File: src/rtl/uart_pkg.sv
// Shared UART definitions: FSM state encodings, data width and default baud divisor.
package uart_pkg;

    localparam int unsigned UART_DATA_BITS       = 8;
    localparam int unsigned DEFAULT_CLKS_PER_BIT = 217;

    // Common UART FSM states; the transmitter uses the same codes where names coincide.
    typedef enum logic [2:0] {
        IDLE       = 3'd0,
        START      = 3'd1,
        DATA       = 3'd2,
        STOP       = 3'd3,
        CLEANUP    = 3'd4,
        BREAK_WAIT = 3'd5
    } uart_state_e;

    // 2-of-3 vote used for noise-tolerant bit decisions.
    function automatic logic maj3(input logic a, input logic b, input logic c);
        return (a & b) | (a & c) | (b & c);
    endfunction

endpackage

File: src/rtl/uart_rx_if.sv
// Receiver-side bundle: raw serial input plus the byte/strobe/status outputs.
interface uart_rx_if;
    import uart_pkg::*;

    logic                      i_RX_Serial;
    logic [UART_DATA_BITS-1:0] o_RX_Byte;
    logic                      o_RX_DV;
    logic                      o_RX_Frame_Err;
    logic                      o_RX_Busy;

    // master drives the line and consumes results; slave is the receiver itself
    modport master (
        output i_RX_Serial,
        input  o_RX_Byte,
        input  o_RX_DV,
        input  o_RX_Frame_Err,
        input  o_RX_Busy
    );

    modport slave (
        input  i_RX_Serial,
        output o_RX_Byte,
        output o_RX_DV,
        output o_RX_Frame_Err,
        output o_RX_Busy
    );

endinterface

File: src/rtl/uart_rx_sync.sv
// Two-flop synchroniser for an asynchronous input pin, with a configurable reset level.
module uart_rx_sync #(
    parameter logic RST_VAL = 1'b1
) (
    input  logic clk,
    input  logic rst_n,
    input  logic async_i,
    output logic sync_o
);

    logic [1:0] sync_q;
    logic [1:0] sync_d;

    // shift the pin through two stages
    always_comb begin
        sync_d = {sync_q[0], async_i};
    end

    // synchroniser flops, reset to the idle level
    always_ff @(posedge clk or negedge rst_n) begin
        if (!rst_n) begin
            sync_q <= {2{RST_VAL}};
        end else begin
            sync_q <= sync_d;
        end
    end

    assign sync_o = sync_q[1];

endmodule

File: src/rtl/uart_rx.sv
// 8N1 UART receiver, LSB first. Mid-bit sampling, framing-error report and break handling.
// Optional UART_RX_MAJORITY_EN: each bit decision becomes a 2-of-3 vote around mid-bit,
// shifting every decision one clock later.
module uart_rx
    import uart_pkg::*;
#(
    parameter int unsigned CLKS_PER_BIT = DEFAULT_CLKS_PER_BIT
) (
    input  logic      i_Clk,
    input  logic      i_Rst_L,
    uart_rx_if.slave  rx_if
);

    localparam int unsigned CNT_W  = $clog2(CLKS_PER_BIT) + 1;
    localparam int unsigned HALF   = (CLKS_PER_BIT - 1) / 2;
    localparam logic [CNT_W-1:0] LAST_C = CNT_W'(CLKS_PER_BIT - 1);
`ifdef UART_RX_MAJORITY_EN
    localparam logic [CNT_W-1:0] START_DEC_C = CNT_W'(HALF + 1);
    localparam logic [CNT_W-1:0] START_S0_C  = CNT_W'(HALF - 1);
    localparam logic [CNT_W-1:0] START_S1_C  = CNT_W'(HALF);
    localparam logic [CNT_W-1:0] BIT_S0_C    = CNT_W'(CLKS_PER_BIT - 3);
    localparam logic [CNT_W-1:0] BIT_S1_C    = CNT_W'(CLKS_PER_BIT - 2);
`else
    localparam logic [CNT_W-1:0] START_DEC_C = CNT_W'(HALF);
`endif

    logic                      rx_s;
    logic                      bit_val;
    uart_state_e               state_q, state_d;
    logic [CNT_W-1:0]          cnt_q, cnt_d;
    logic [2:0]                idx_q, idx_d;
    logic [UART_DATA_BITS-1:0] shift_q, shift_d;
    logic [UART_DATA_BITS-1:0] byte_q, byte_d;
    logic                      dv_q, dv_d;
    logic                      fe_q, fe_d;
    logic                      busy_q, busy_d;
`ifdef UART_RX_MAJORITY_EN
    logic [1:0]                smp_q, smp_d;
`endif

    uart_rx_sync #(.RST_VAL(1'b1)) u_sync (
        .clk     (i_Clk),
        .rst_n   (i_Rst_L),
        .async_i (rx_if.i_RX_Serial),
        .sync_o  (rx_s)
    );

    // bit decision: direct sample or vote over the two earlier samples plus the current one
    always_comb begin
`ifdef UART_RX_MAJORITY_EN
        bit_val = maj3(smp_q[0], smp_q[1], rx_s);
`else
        bit_val = rx_s;
`endif
    end

    // next-state and output logic
    always_comb begin
        state_d = state_q;
        cnt_d   = cnt_q;
        idx_d   = idx_q;
        shift_d = shift_q;
        byte_d  = byte_q;
        dv_d    = 1'b0;
        fe_d    = 1'b0;
        busy_d  = busy_q;
`ifdef UART_RX_MAJORITY_EN
        smp_d   = smp_q;
`endif

        unique case (state_q)
            IDLE: begin
                cnt_d  = '0;
                idx_d  = '0;
                busy_d = 1'b0;
                if (!rx_s) begin
                    state_d = START;
                    busy_d  = 1'b1;
                end
            end
            START: begin
`ifdef UART_RX_MAJORITY_EN
                if (cnt_q == START_S0_C) smp_d[0] = rx_s;
                if (cnt_q == START_S1_C) smp_d[1] = rx_s;
`endif
                if (cnt_q == START_DEC_C) begin
                    cnt_d   = '0;
                    state_d = bit_val ? IDLE : DATA;
                end else begin
                    cnt_d = cnt_q + CNT_W'(1);
                end
            end
            DATA: begin
`ifdef UART_RX_MAJORITY_EN
                if (cnt_q == BIT_S0_C) smp_d[0] = rx_s;
                if (cnt_q == BIT_S1_C) smp_d[1] = rx_s;
`endif
                if (cnt_q == LAST_C) begin
                    cnt_d          = '0;
                    shift_d[idx_q] = bit_val;
                    if (idx_q == 3'd7) begin
                        state_d = STOP;
                    end else begin
                        idx_d = idx_q + 3'd1;
                    end
                end else begin
                    cnt_d = cnt_q + CNT_W'(1);
                end
            end
            STOP: begin
`ifdef UART_RX_MAJORITY_EN
                if (cnt_q == BIT_S0_C) smp_d[0] = rx_s;
                if (cnt_q == BIT_S1_C) smp_d[1] = rx_s;
`endif
                if (cnt_q == LAST_C) begin
                    cnt_d = '0;
                    if (bit_val) begin
                        byte_d  = shift_q;
                        dv_d    = 1'b1;
                        state_d = CLEANUP;
                    end else begin
                        fe_d    = 1'b1;
                        state_d = BREAK_WAIT;
                    end
                end else begin
                    cnt_d = cnt_q + CNT_W'(1);
                end
            end
            CLEANUP: begin
                busy_d  = 1'b0;
                state_d = IDLE;
            end
            BREAK_WAIT: begin
                // a held-low line reports one framing error, then waits for idle
                if (rx_s) begin
                    busy_d  = 1'b0;
                    state_d = IDLE;
                end
            end
            default: begin
                state_d = IDLE;
            end
        endcase
    end

    // state and output registers
    always_ff @(posedge i_Clk or negedge i_Rst_L) begin
        if (!i_Rst_L) begin
            state_q <= IDLE;
            cnt_q   <= '0;
            idx_q   <= '0;
            shift_q <= '0;
            byte_q  <= '0;
            dv_q    <= 1'b0;
            fe_q    <= 1'b0;
            busy_q  <= 1'b0;
`ifdef UART_RX_MAJORITY_EN
            smp_q   <= 2'b11;
`endif
        end else begin
            state_q <= state_d;
            cnt_q   <= cnt_d;
            idx_q   <= idx_d;
            shift_q <= shift_d;
            byte_q  <= byte_d;
            dv_q    <= dv_d;
            fe_q    <= fe_d;
            busy_q  <= busy_d;
`ifdef UART_RX_MAJORITY_EN
            smp_q   <= smp_d;
`endif
        end
    end

    assign rx_if.o_RX_Byte      = byte_q;
    assign rx_if.o_RX_DV        = dv_q;
    assign rx_if.o_RX_Frame_Err = fe_q;
    assign rx_if.o_RX_Busy      = busy_q;

endmodule

File: src/flat_wrapper.sv
// flat-port wrapper written by rule: the top's interface ports become plain ports
module uart_rx_flat import uart_pkg::*;
#(
    parameter int unsigned CLKS_PER_BIT = DEFAULT_CLKS_PER_BIT
)
  (i_Clk, i_Rst_L, rx_if_i_RX_Serial, rx_if_o_RX_Byte, rx_if_o_RX_DV, rx_if_o_RX_Frame_Err, rx_if_o_RX_Busy);
  uart_rx_if rx_if_i ();
  input  logic i_Clk;
  input  logic i_Rst_L;
  input wire logic [$bits(rx_if_i.i_RX_Serial)-1:0] rx_if_i_RX_Serial;
  output wire logic [$bits(rx_if_i.o_RX_Byte)-1:0] rx_if_o_RX_Byte;
  output wire logic [$bits(rx_if_i.o_RX_DV)-1:0] rx_if_o_RX_DV;
  output wire logic [$bits(rx_if_i.o_RX_Frame_Err)-1:0] rx_if_o_RX_Frame_Err;
  output wire logic [$bits(rx_if_i.o_RX_Busy)-1:0] rx_if_o_RX_Busy;
  assign rx_if_i.i_RX_Serial = rx_if_i_RX_Serial;
  assign rx_if_o_RX_Byte = rx_if_i.o_RX_Byte;
  assign rx_if_o_RX_DV = rx_if_i.o_RX_DV;
  assign rx_if_o_RX_Frame_Err = rx_if_i.o_RX_Frame_Err;
  assign rx_if_o_RX_Busy = rx_if_i.o_RX_Busy;
  uart_rx #(.CLKS_PER_BIT(CLKS_PER_BIT)) u_core (.i_Clk(i_Clk), .i_Rst_L(i_Rst_L), .rx_if(rx_if_i));
endmodule
File: config.mk
export PLATFORM = sky130hd
export DESIGN_NAME = uart_rx_flat
export DESIGN_NICKNAME = d
export VERILOG_FILES = /design/src/rtl/uart_pkg.sv /design/src/rtl/uart_rx_if.sv /design/src/rtl/uart_rx_sync.sv /design/src/rtl/uart_rx.sv /design/src/flat_wrapper.sv
export SDC_FILE = /design/constraint.sdc
export NUM_CORES = 1
export LEC_CHECK = 0
export BUFFER_PORTS_ARGS = -buffer_cell sky130_fd_sc_hd__buf_2
export CORE_MARGIN = 2
export CORE_UTILIZATION = 53
export DETAILED_ROUTE_END_ITERATION = 16
export HOLD_SLACK_MARGIN = 0.03
export PLACE_DENSITY = 0.75
export REMOVE_ABC_BUFFERS = 1
export SETUP_SLACK_MARGIN = 0.05
export SYNTH_ARGS = -nofsm -noshare
export SYNTH_HDL_FRONTEND = slang
export SYNTH_SLANG_ARGS = --single-unit
File: constraint.sdc
create_clock -name i_Clk -period 1.7 [get_ports i_Clk]
set_input_delay 0.34 -clock i_Clk [delete_from_list [all_inputs] [get_ports i_Clk]]
set_output_delay 0.34 -clock i_Clk [all_outputs]
set_load 0.02 [all_outputs]
Word-level counts from Yosys, hierarchy flattened
Index checks and enable logic that the tools add are counted.
{"block": "classes", "n_addsub": 2, "magnitude_cmp": 2, "eq_ne": 15, "muxes": 26, "n_reduce_logical": 11}
{"cell": "$pmux 9 s3", "count": 1}
{"cell": "$mux 3", "count": 8}
{"cell": "$mux 9", "count": 2}
{"cell": "$pmux 3 s5", "count": 1}
{"cell": "$add 9x1->9 const B", "count": 1}
{"cell": "$eq 3x3->1 const B", "count": 3}
{"cell": "$eq 9x7->1 const B", "count": 1}
{"cell": "$eq 9x8->1 const B", "count": 1}
{"cell": "$mux 1", "count": 9}
{"cell": "$bwmux 8", "count": 1}
{"cell": "$ne 2x1->1 const B", "count": 4}
{"cell": "$eq 3x2->1 const B", "count": 2}
{"cell": "$ne 2x2->1 const B", "count": 3}
{"cell": "$pmux 3 s2", "count": 1}
{"cell": "$reduce_and 3->1", "count": 2}
{"cell": "$reduce_and 6->1", "count": 1}
{"cell": "$reduce_bool 3->1", "count": 2}
{"cell": "$lt 3x4->1 const B", "count": 1}
{"cell": "$reduce_and 2->1", "count": 2}
{"cell": "$add 3x1->3 const B", "count": 1}
{"cell": "$demux 1 s3", "count": 1}
{"cell": "$eq 3x1->1 const B", "count": 1}
{"cell": "$ge 3x1->1 const B", "count": 1}
{"cell": "$logic_not 3->1", "count": 1}
{"cell": "5 further kinds", "count": 5}
{"block": "word_totals", "regBits": 36, "in_bits": 3, "out_inout_bits": 11, "wordCells": 65}

Longest topological paths before layout
{"block": "depth", "word_depth": 5, "depth_mapped": 7, "mapped_depth_nobuf": 6}

Modules after synthesis
Synthesis repeated with hierarchy kept, for this count alone.
{"block": "unflattened", "hier_cells": 167, "hier_area_um2": 1820.5}
{"mod": "uart_rx", "n_inst": 1, "cells_per_inst": 165, "area_per_inst_um2": 1767.9, "seq_area_each_um2": 850.8}
{"mod": "uart_rx_sync", "n_inst": 1, "cells_per_inst": 2, "area_per_inst_um2": 52.6, "seq_area_each_um2": 52.6}

Least setup slack after synthesis
Ideal clock, no wire load.
{"block": "synth_timing", "path_type": "flip-flop to flip-flop", "startpoint": "reg u_core.cnt_q[0]", "endpoint": "reg u_core.shift_q[6]", "setup_ns": 0.127, "arrival_time_ns": 1.612, "t_required_ns": 1.573, "slack_ns": -0.039, "stages_incl_launch_ff": 8, "path_buffers": 1, "period_less_slack_ns": 1.739, "cell_sequence": "dfrtp_1 -> inv_1 -> ha_1 -> and4b_1 -> and4b_4 -> buf_6 -> nand4b_1 -> mux2_1"}
{"block": "synth_via", "elab_chain_len": 2}
{"element": "start, declared", "line_no": "uart_rx.sv:30", "rtl": "logic [CNT_W-1:0] cnt_q, cnt_d;"}
{"element": "start signal, assigned", "line_no": "uart_rx.sv:162", "rtl": "cnt_q <= cnt_d;"}
{"element": "$eq 9x8->1", "line_no": "uart_rx.sv:98", "rtl": "if (cnt_q == LAST_C) begin"}
{"element": "$reduce_and 2->1 (no line)"}
{"element": "end signal, assigned", "line_no": "uart_rx.sv:164", "rtl": "shift_q <= shift_d;"}
{"element": "end, declared", "line_no": "uart_rx.sv:32", "rtl": "logic [UART_DATA_BITS-1:0] shift_q, shift_d;"}
No other way between the ends.
A chain may end at the register's enable or synchronous reset.

Worst setup path in the final report
{"block": "layout_timing", "startpoint": "reg u_core.cnt_q[0]", "endpoint": "reg u_core.cnt_q[0]"}
{"block": "layout_via", "elab_chain_len": 3, "word_cells_on_any_way": 6, "cone_classes": "1 x add/sub; 2 x eq/ne; 3 x mux"}
{"element": "$add 9x1->9, or another cell as far along", "line_no": "uart_rx.sv:90, uart_rx.sv:107, uart_rx.sv:126"}
{"element": "$mux 9 (on tied branches)", "line_no": "uart_rx.sv:98, uart_rx.sv:115, uart_rx.sv:86"}
{"element": "$pmux 9 s3 *", "line_no": "uart_rx.sv:71", "rtl": "unique case (state_q)"}
Mark *: on every way between the ends. The rest lies on a longest branch, timed or not.

==> impl_summary.md <==
Status
The run finished, with violations left. The final reports fail on negative setup slack.

Critical path
The worst stage delay on the critical path is 0.40 ns. The slowest stage of the critical path is the sky130_fd_sc_hd__dfrtp_1 cell. For the worst setup path, the data required time is 1.92 ns.

The signal on the critical path passes through inv_2, ha_4, and4b_2, buf_4, a211oi_4, or2_4, mux2_1. The data arrival time of the critical path is 2.00 ns. The setup path with the least slack is of type flip-flop to flip-flop. The top cell family by delay on the critical path is simple AND/OR/NAND/NOR gates. The count of buffering cells on the critical path with inverters included is 2. The worst setup path is launched from a flip-flop. STA classifies the critical path endpoint as a flip-flop. The maximum fanout encountered on the critical timing path is 7.

Global routing
The global-route wire length before repair is 6370 um. The largest net degree at the start of global routing is 37. The initial antenna violation count came to 0. Summed over all layers, the global routing overflow is 0. Global routing consumed, over all layers together, 23.4% of the routing resources. The via count of the first global-routing pass is 1343.

Route
The number of vias after detailed routing is 1383. The count of routing violations after the opening detailed-route iteration is 90. The routed design has 3940 um of wire.

In the final routed layout, each cell accounts on average for 16.8 um. Dividing the detail-routed via count by the number of cells gives 5.91. Before antenna repair, the detailed router went through 4 iterations.

The residual DRC count is 0. The remaining antenna violation count after routing is 0.

Synthesis
The number of synthesized flops with an enable pin is 0. The number of warnings issued by yosys is 0. Sorting the synthesized cells by how often they occur yields 34 x sky130_fd_sc_hd__dfrtp_1, 15 x sky130_fd_sc_hd__mux2_2, 15 x sky130_fd_sc_hd__nand2_1. After synthesis, the mean cell area works out to 11.8 um2. The area fraction of the dominant cell type after synthesis is 48.6%.

The cell with the most instances after synthesis is sky130_fd_sc_hd__dfrtp_1. The share of synthesized registers carrying an async set or reset is 100%. Sorting the synthesized cells by area gives the leading types as sky130_fd_sc_hd__dfrtp_1 49%, sky130_fd_sc_hd__mux2_2 9.7%, sky130_fd_sc_hd__nand2_1 3.2%, sky130_fd_sc_hd__dfstp_2 3.0%, sky130_fd_sc_hd__ha_1 2.9%. The proportion of synthesized chip area in sequential cells is 51.6%.

The most frequently used flop master after synthesis is sky130_fd_sc_hd__dfrtp_1. The synthesized instance count is 148. The cell type with the largest total area after synthesis is sky130_fd_sc_hd__dfrtp_1. The post-synthesis register bit count is 36. In this run, distinct cell masters in the synthesized netlist total 45.

Summing every instance area after synthesis gives 0.00175 mm2.

Min path
The min-delay analysis places its worst path in the category input pin to flip-flop.

Power and ir drop
In this run the power spent charging and discharging nets is 286 uW. Combinational logic burns 2.3% of the power. The worst ir drop on vdd is 0.000364 V. The sequential group share of total power is 66.1%. The clock network burns 31.7% of the power. The fraction of power spent switching nets is 21.8%. The leakage power is 1.06 nW. Power spread over the standard cell area amounts to 598 mW/mm2. The total internal power is 1.02 mW.

CTS
CTS placed an instance of sky130_fd_sc_hd__clkbuf_4 at the clock tree root. The clock tree from TritonCTS is yes. The clock transition time at the flip-flop clock pins of the worst setup and hold paths is 0.10 ns. The later pin in the worst-skew pair is clocked with a latency of 0.33 ns. The maximum clock insertion buffer count is 2.

The number of sinks driven by the clock tree is 36. The number of clock buffers inserted by TritonCTS is 5. In this run the number of H-tree levels came out at 2.

Timing
Timing would allow up to 0.564 GHz. The clock period minus worst slack is 1.77 ns. The number of pins with negative max-slew slack in the final report is 0. The final count of negative-setup-slack endpoints is 23.

Across the routed clock network, the largest skew measured is 0.00697 ns. The worst slack on hold paths is 0.103 ns. The number of hold violations in the final report came to 0. Adding up every negative setup slack in the final design gives -0.843 ns. Setup repair after global routing could not meet its margin everywhere. The final cycle utilization of the critical path is 104%. In the post-route analysis, the smallest setup slack over all paths is -0.0746 ns. Headroom to the max-slew limit came out at 75.8%. The slew of the pin with the lowest slew margin is 0.362 ns.

Die
The width of the die is 61.5 um. The number of top-level design ports is 14. The initial cell density of the core is 56.4%. The die footprint is 0.00378 mm2. The die span in y is 61.5 um.

Row generation in the floorplan step produced 20 rows. The floorplan step defined a core boundary enclosing 0.00310 mm2.

Finish
The antenna diode count is 0. The layout filler cell count is 236. Once layout is complete, the cells apart from fillers number 234. The signed area change from the synthesized netlist to the final layout is 25.0%. The final-stage net count is 197. With fillers left out, the area of the finished cells amounts to 0.00219 mm2.

Of the cells placed in the final design, the portion with a size suffix greater than 1 is 44.2%.

Place
The post-place setup slack is -0.158 ns. The placed wire-length estimate after detailed placement is 2590 um. The total placed instance area is 0.00199 mm2. The global placer's final weighted congestion is 0.749. Once placement completed, the tool counted placed cells totaling 218.

Input and output buffers added on the ports amount to 13.

Job
The max capacitance violation total is 0.
[per-layer routing]
| metal | up-vias | part of all wire [%] | track usage [%] |
|---|---|---|---|
| li1 | 638 | - | - |
| met1 | 693 | 42 | 29.8 |
| met2 | 38 | 52 | 38.8 |
| met3 | 14 | 3.8 | 6.72 |
| met4 | 0 | 1.9 | 6.99 |
| met5 | - | 0 | 0 |
[flip-flops by register name, summed over array words and instances (netlist names)]
register,count
u_core.shift_q,8
u_core.state_q,3
u_core.idx_q,3
u_core.cnt_q,9
u_core.rx_if.o_RX_Busy,1
u_core.u_sync.sync_q,2
u_core.rx_if.o_RX_Frame_Err,1
u_core.rx_if.o_RX_Byte,8
u_core.rx_if.o_RX_DV,1
[power groups by stage]
stage	clock, mW	combinational (mW)	sequential (mW)
6_report	0.414	0.0299	0.864
3_3_place_gp	0	0.0278	0.880
3_5_place_dp	0	0.0293	0.880
2_1_floorplan	0	0.000209	0.881
5_1_grt	0.471	0.0347	0.865
4_1_cts	0.423	0.0313	0.864
[area by class of cell]
class                   count  area, um2  share of cell area (%)
well taps                  44       55.1                    2.52
multi-input cells         103        881                    40.3
inverters                   3       11.3                   0.515
repair buffers             41        290                    13.3
flip-flops and latches     36        903                    41.3
clock inverters             1       5.00                   0.229
clock buffers               6       41.3                    1.89
[cells by family after synthesis]
family,synth area share (%)
XOR/XNOR,1.50
AND/OR/NAND/NOR,17.5
buffers and inverters,3.15
adder cells (fa/ha/maj),2.86
AO/OA/AOI/OAI,11.1
multiplexers,12.2
flip-flops,51.6
[worst paths after layout]
kind,to,slack [ns],startpoint,cells after the start
setup / recovery,u_core.cnt_q[0],-0.07,u_core.cnt_q[0],7
hold / removal,u_core.u_sync.sync_q[0],0.10,rx_if_i_RX_Serial,1
setup reg to reg,u_core.cnt_q[0],-0.07,u_core.cnt_q[0],7
hold reg to reg,u_core.u_sync.sync_q[1],0.36,u_core.u_sync.sync_q[0],0
max in group asynchronous,u_core.u_sync.sync_q[0],0.97,i_Rst_L,3
min in group asynchronous,u_core.rx_if.o_RX_Busy,0.49,i_Rst_L,3
[through the flow]
step           total power, mW  utilization [%]
3_3_place_gp             0.908             64.1
3_5_place_dp             0.909             64.1
5_1_grt                   1.37             70.5
2_1_floorplan            0.881                -
4_1_cts                   1.32             68.5
6_report                  1.31             70.5
[layout by cell type, fill, tap and decap left out, drive strengths merged, types with 2 or more instances in the layout]
master,netlist,layout
a211oi,2,2
a22o,5,5
and3,2,2
and4b,2,3
buf,4,40
clkbuf,3,6
dfrtp,34,34
dfstp,2,2
ha,4,4
inv,3,3
mux2,19,19
nand2,15,15
nand3,7,7
nand4,2,2
nand4b,4,4
nor2,4,4
nor2b,2,2
nor3,3,3
nor4,2,2
o21a,2,2
o21ai,5,5
o221ai,2,2
o22ai,4,4
o31a,2,2
o41ai,2,2
xnor2,2,2
[timing repair]
item | CTS | global route
endpoints found under the setup margin | 26 | 31
buffers inserted | 3 | 4
hold endpoints to repair | 34 | 0
resized for setup | 11 | 7
hold buffers | 1 | 0
cloned | 1 | 0
pin swaps | 3 | 5
Note: power is estimated with default switching activity, not from simulation.
